**src/rtl/mux_defs.v**
```verilog
// Mode encodings shared by the mux_rr design files.
`ifndef MUX_DEFS_V
`define MUX_DEFS_V
`define MUX_MODE_FIXED 1'b0
`define MUX_MODE_RR    1'b1
`endif

```
**src/rtl/mux_rr_pkg.sv**
```systemverilog
// Helper functions for the round-robin output multiplexer.
package mux_rr_pkg;

  // Next round-robin start position after a grant at idx, wrapping at limit.
  function automatic int wrap_inc(input int idx, input int limit);
    return (idx + 1 >= limit) ? 0 : idx + 1;
  endfunction

endpackage

```
**src/rtl/mux_rr_pick.sv**
```systemverilog
// Round-robin search: first valid channel at or after ptr, wrapping to 0.
module rr_pick #(
  parameter int CHANNELS = 4,
  parameter int SELW     = 2
) (
  input  logic [CHANNELS-1:0] valid,
  input  logic [SELW-1:0]     ptr,
  output logic [SELW-1:0]     grant,
  output logic                found
);

  localparam logic [SELW:0] CH = (SELW+1)'(CHANNELS);

  logic [SELW:0] idx;

  // Visit ptr, ptr+1, ... modulo CHANNELS; the first hit wins.
  always_comb begin
    grant = '0;
    found = 1'b0;
    idx   = '0;
    for (int k = 0; k < CHANNELS; k++) begin
      idx = {1'b0, ptr} + (SELW+1)'(k);
      if (idx >= CH) idx = idx - CH;
      if (!found && valid[idx[SELW-1:0]]) begin
        grant = idx[SELW-1:0];
        found = 1'b1;
      end
    end
  end

endmodule

```
**src/rtl/mux_rr.sv**
```systemverilog
// Channel multiplexer with fixed-select or round-robin arbitration feeding a
// single registered output stage with valid/ready handshaking.
`include "mux_defs.v"

module mux_rr
  import mux_rr_pkg::*;
#(
  parameter int WIDTH    = 16,
  parameter int CHANNELS = 4,
  parameter int SELW     = 2
) (
  input  logic                      clk,
  input  logic                      reset,
  input  logic                      mode,
  input  logic [SELW-1:0]           sel,
  input  logic [CHANNELS*WIDTH-1:0] in_data,
  input  logic [CHANNELS-1:0]       in_valid,
  output logic [CHANNELS-1:0]       in_ready,
  output logic [WIDTH-1:0]          out_data,
  output logic [SELW-1:0]           out_chan,
  output logic                      out_valid,
  input  logic                      out_ready
);

  localparam logic [SELW:0] CH = (SELW+1)'(CHANNELS);

  logic [SELW-1:0] ptr;
  logic [SELW-1:0] rr_grant;
  logic            rr_found;
  logic [SELW-1:0] grant;
  logic            found;
  logic            ld;
  logic            take;

  rr_pick #(
    .CHANNELS(CHANNELS),
    .SELW    (SELW)
  ) u_pick (
    .valid(in_valid),
    .ptr  (ptr),
    .grant(rr_grant),
    .found(rr_found)
  );

  assign ld   = ~out_valid | out_ready;
  assign take = found & ld & ~reset;

  // Out-of-range selects never grant, so in_valid is only indexed when legal.
  always_comb begin
    grant = '0;
    found = 1'b0;
    if (mode == `MUX_MODE_RR) begin
      grant = rr_grant;
      found = rr_found;
    end else if ({1'b0, sel} < CH) begin
      grant = sel;
      found = in_valid[sel];
    end
  end

  always_comb begin
    in_ready = '0;
    if (take) in_ready[grant] = 1'b1;
  end

  always_ff @(posedge clk) begin
    if (reset) begin
      out_valid <= 1'b0;
      out_data  <= '0;
      out_chan  <= '0;
      ptr       <= '0;
    end else if (ld) begin
      if (found) begin
        out_data  <= in_data[int'(grant)*WIDTH +: WIDTH];
        out_chan  <= grant;
        out_valid <= 1'b1;
        if (mode == `MUX_MODE_RR) ptr <= SELW'(wrap_inc(int'(grant), CHANNELS));
      end else begin
        out_valid <= 1'b0;
      end
    end
  end

endmodule

```
**config.mk**
```make
export PLATFORM = sky130hd
export DESIGN_NAME = mux_rr
export DESIGN_NICKNAME = d
export VERILOG_FILES = /design/src/rtl/mux_rr_pkg.sv /design/src/rtl/mux_rr_pick.sv /design/src/rtl/mux_rr.sv
export VERILOG_INCLUDE_DIRS = /design/src /design/src/rtl
export SDC_FILE = /design/constraint.sdc
export NUM_CORES = 1
export LEC_CHECK = 0
export ABC_CLOCK_PERIOD_IN_PS = 6000
export BUFFER_PORTS_ARGS = -buffer_cell sky130_fd_sc_hd__buf_2
export CAP_MARGIN = 20
export CORE_MARGIN = 4
export CORE_UTILIZATION = 25
export DETAILED_ROUTE_END_ITERATION = 6
export GPL_TIMING_DRIVEN = 0
export REMOVE_ABC_BUFFERS = 1
export SETUP_SLACK_MARGIN = 0.05
export SYNTH_ARGS = -nofsm -noshare
export SYNTH_HDL_FRONTEND = slang
export SYNTH_SLANG_ARGS = --single-unit
```
**constraint.sdc**
```tcl
create_clock -name clk -period 6 [get_ports clk]
set_input_delay 1.2 -clock clk [delete_from_list [all_inputs] [get_ports clk]]
set_output_delay 1.2 -clock clk [all_outputs]
set_load 0.02 [all_outputs]
```
==> impl_summary.txt <==
----------------------------------------------------
[Placement]
  DP Wirelength ... 3270 microns
  Number of placed cells counting well taps ... 312
  Port bufs ... 96
  GPL Wtd Cong ... 0.774

[Setup path]
  Kind of critical path ... primary input to primary output
  Launching instance or port of the critical path ... in_valid[0]
  Sort of element at the start of the critical path ... primary input
  Delay of the slowest critical-path stage ... 610 ps
  Reg-to-reg startpoint ... ptr[0]
  R2R cell count ... 9
  CP max-delay cell ... inv_2
  Buf/Inv on CP ... 4
  CP Data Required Time ... 4800 ps
  Worst reg2reg setup slack ... 3500 ps
  Arrival time reported for the critical path endpoint ... 3450 ps
  Peak fanout along the critical path ... 35
  Reg-to-reg endpoint ... ptr[1]
  Cell Chain, Critical Path ... buf_2 > nand2b_1 > a221oi_1 > o211a_1 > nor2_1 > buf_4 > inv_2 > ha_1 > and2_1 > buf_2
  Crit-path most repeated cell ... buf_2
  Kind of end point of the critical path ... primary output
  Category of cells accounting for the largest share of critical-path delay ... buffers and inverters

[Floorplanning]
  Area of the die ... 0.00703 sq mm
  Num ports ... 97
  Core area ... 0.00554 sq mm
  Starting utilization of the core area ... 26.0%
  Number of rows in the core area ... 27
  DIE HEIGHT ... 83.9 microns
  Die extent in x ... 83.9 microns

[Timing]
  Number of failing hold endpoints at the final stage ... 0
  Clock period minus final worst setup slack ... 4650 ps
  Setup clock skew after layout ... 1.16 ps
  Setup violation total in the final timing report ... 0
  Max-slew violations ... 0
  Portion of the clock cycle consumed by the worst path in the final layout ... 77.5%
  Highest attainable clock frequency ... 0.215 GHz
  Setup Total Neg Slack ... 0 ps
  RSZ-0062 raised after global routing ... false
  Slew Limit Headroom ... 45.2%
  Worst-margin pin slew ... 822 ps

[Yosys]
  Post-synthesis average cell area ... 9.11 sq um
  Async set-or-reset flop fraction in the synthesized netlist ... 0%
  Largest cells by area after synthesis ... dfxtp_1 (29%), mux2i_1 (15%), o211ai_1 (7.8%)
  Gate count after technology mapping ... 158
  Synth Register Bits ... 21
  EDFF count, synth ... 0
  Synth unique cells ... 42
  Area share of the leading cell type in the synthesized netlist ... 29.2%
  Cell type with the largest total area after synthesis ... dfxtp_1
  Netlist area before placement ... 0.00144 sq mm
  Most frequently used flop master after synthesis ... dfxtp_1
  Count of yosys warnings during synthesis ... 0
  Sequential element share of the synthesized area ... 29.2%

[Clock tree]
  Clock buffer count from CTS ... 3
  Hold-fix buffers at CTS ... 0
  Clock Sinks ... 21
  Reg clk slew, reported paths ... 80 ps
  Buffer depth of the longest clock path ... 2
  CTS Root Cell ... clkbuf_8
  Clock latency reported for the late side of the worst-skew pair ... 260 ps
  Buffer count from post-CTS setup fixing ... 0
  TritonCTS clock tree ... yes
  Post-CTS Resized ... 0
  Total number of H-tree levels ... 1

[Hold path]
  Worst min-delay path category ... register to register
  Worst Hold Launch ... out_data[1]
  Cell depth of the worst hold path ... 2
  End point of the most critical hold path ... out_data[1]

[Pwr]
  Leakage power figure ... 0.924 nW
  Maximum VDD drop ... 90.3 uV
  Power per Cell Area ... 211 mW/mm^2

[GRT]
  Global-route congestion overflow total ... 0
  Largest net degree at the start of global routing ... 36
  First-pass GRT wire length ... 7530 microns
  Vias in the first global route ... 1,561
  Initial antenna violation count ... 0
  All-layer global routing usage ... 12.7%

[Detailed routing]
  Number of nets with antenna violations after routing ... 0
  DRC violations left ... 0
  Final wirelength ... 4450 microns
  Vias post-DR ... 1,550
  Wire length per cell ... 14.0 microns
  Number of DRC violations after detailed-routing iteration 0 ... 88
  Ratio of routed vias to standard cells ... 4.89
  First-pass detailed-route iteration total ... 4

[Final layout]
  Post-route non-filler standard cell count ... 317
  Total Nets Final ... 322
  Relative area change from synthesis to final layout ... 36.9%
  Share of post-route cells with drive strength above 1 ... 44.1%
  Area occupied by multi-input gates ... 907 sq um
  # fillers ... 602
  Sequential cell area ... 420 sq um
  Diodes inserted ... 0

[Run status]
  Status ... finished clean

[Job]
  MaxCap Viol Count ... 0

----------------------------------------------------
## cell type report
class	instances	share of cell area (%)
clock buffer	4	2.29
timing repair buffer	97	24.8
tap	72	4.57
inverter	5	0.953
sequential	21	21.3
multi-input combinational	118	46.1
## metal layers
layer	track usage, %	up-vias	part of all wire (%)
met5	0	-	0
met4	3.51	0	0.81
met3	2.27	2	7.2
met2	21.4	58	45
met1	16.5	709	47
li1	-	781	-
## worst reg2reg max path, delay by kind of cell, from the launching register on
family | cells | cell delay [ps]
buf+inv | 2 | 810
compound gates | 3 | 520
flops | 1 | 480
fa+ha+maj | 1 | 370
simple gates | 3 | 220
## flip-flops by register name (all words and copies together) (netlist names)
| name | flops |
|---|---|
| out_data | 16 |
| out_chan | 2 |
| ptr | 2 |
| out_valid | 1 |
## worst max path at each step
stage                  end  slack, ps  cells after the start
6_report       in_ready[3]       1350                     10
5_1_grt        in_ready[2]       1200                     10
4_1_cts        in_ready[3]        650                      9
3_5_place_dp   in_ready[3]        650                      9
3_3_place_gp   in_ready[3]        640                      9
2_1_floorplan  in_ready[2]       1660                      7
## logic make-up (layout without fill, tap and decap cells)
kind of cell,count (synthesis),in the layout,share of synthesized area [%]
AND/OR/NAND/NOR,50,50,20.3
AO/OA/AOI/OAI,44,44,24.8
multiplexers,22,22,16.2
flip-flops,21,21,29.2
buffers and inverters,19,106,7.74
adder cells (fa/ha/maj),2,2,1.74
## synth_stat cells, types with 2 or more instances
cell      count
clkbuf_1      3
a32oi_1      12
and2_1        2
a21oi_1       3
buf_2         5
nand2b_1      3
nand3_1      15
o211ai_1     15
buf_6         4
mux2i_1      21
o21bai_1      2
inv_1         4
o21ai_0       2
o221ai_1      3
nor4bb_1      2
dfxtp_1      21
nor2_1        8
ha_1          2
nand2_1       8
## placed cells by master, fill, tap and decap left out, types with 2 or more instances in the layout
| master | count |
|---|---|
| o21bai_1 | 2 |
| nor4bb_1 | 2 |
| ha_1 | 2 |
| mux2i_1 | 21 |
| o21ai_0 | 2 |
| nand2b_1 | 3 |
| nand3_1 | 15 |
| buf_2 | 96 |
| clkbuf_8 | 3 |
| o221ai_1 | 3 |
| inv_1 | 4 |
| nor2_1 | 8 |
| a32oi_1 | 12 |
| a21oi_1 | 3 |
| and2_1 | 2 |
| dfxtp_1 | 21 |
| o211ai_1 | 15 |
| nand2_1 | 8 |
## power by group
group / internal, W / total [W] / switching [W] / leakage (nW)
Clock: 0.0000473 / 0.0000941 / 0.0000469 / 0.0228
Sequential: 0.000158 / 0.000169 / 0.0000108 / 0.174
Combinational: 0.0000647 / 0.000153 / 0.0000879 / 0.728
Total: 0.000270 / 0.000415 / 0.000145 / 0.924
## per-stage QoR
step / worst slack (ps) / power (W) / hold slack, ps / utilization, % / area, sq um
final: 1350 / 0.000415 / 477 / 35.5 / 1970
after global routing: 1200 / 0.000447 / 522 / 35.5 / 1970
after CTS: 646 / 0.000423 / 478 / 35.4 / 1960
after detailed placement: 647 / 0.000325 / 452 / 34.6 / 1920
after global placement: 641 / 0.000322 / 456 / 34.6 / 1920
after floorplan: 1660 / 0.000261 / 491 / - / 1350
No activity file was read; power rests on OpenSTA's default activity.
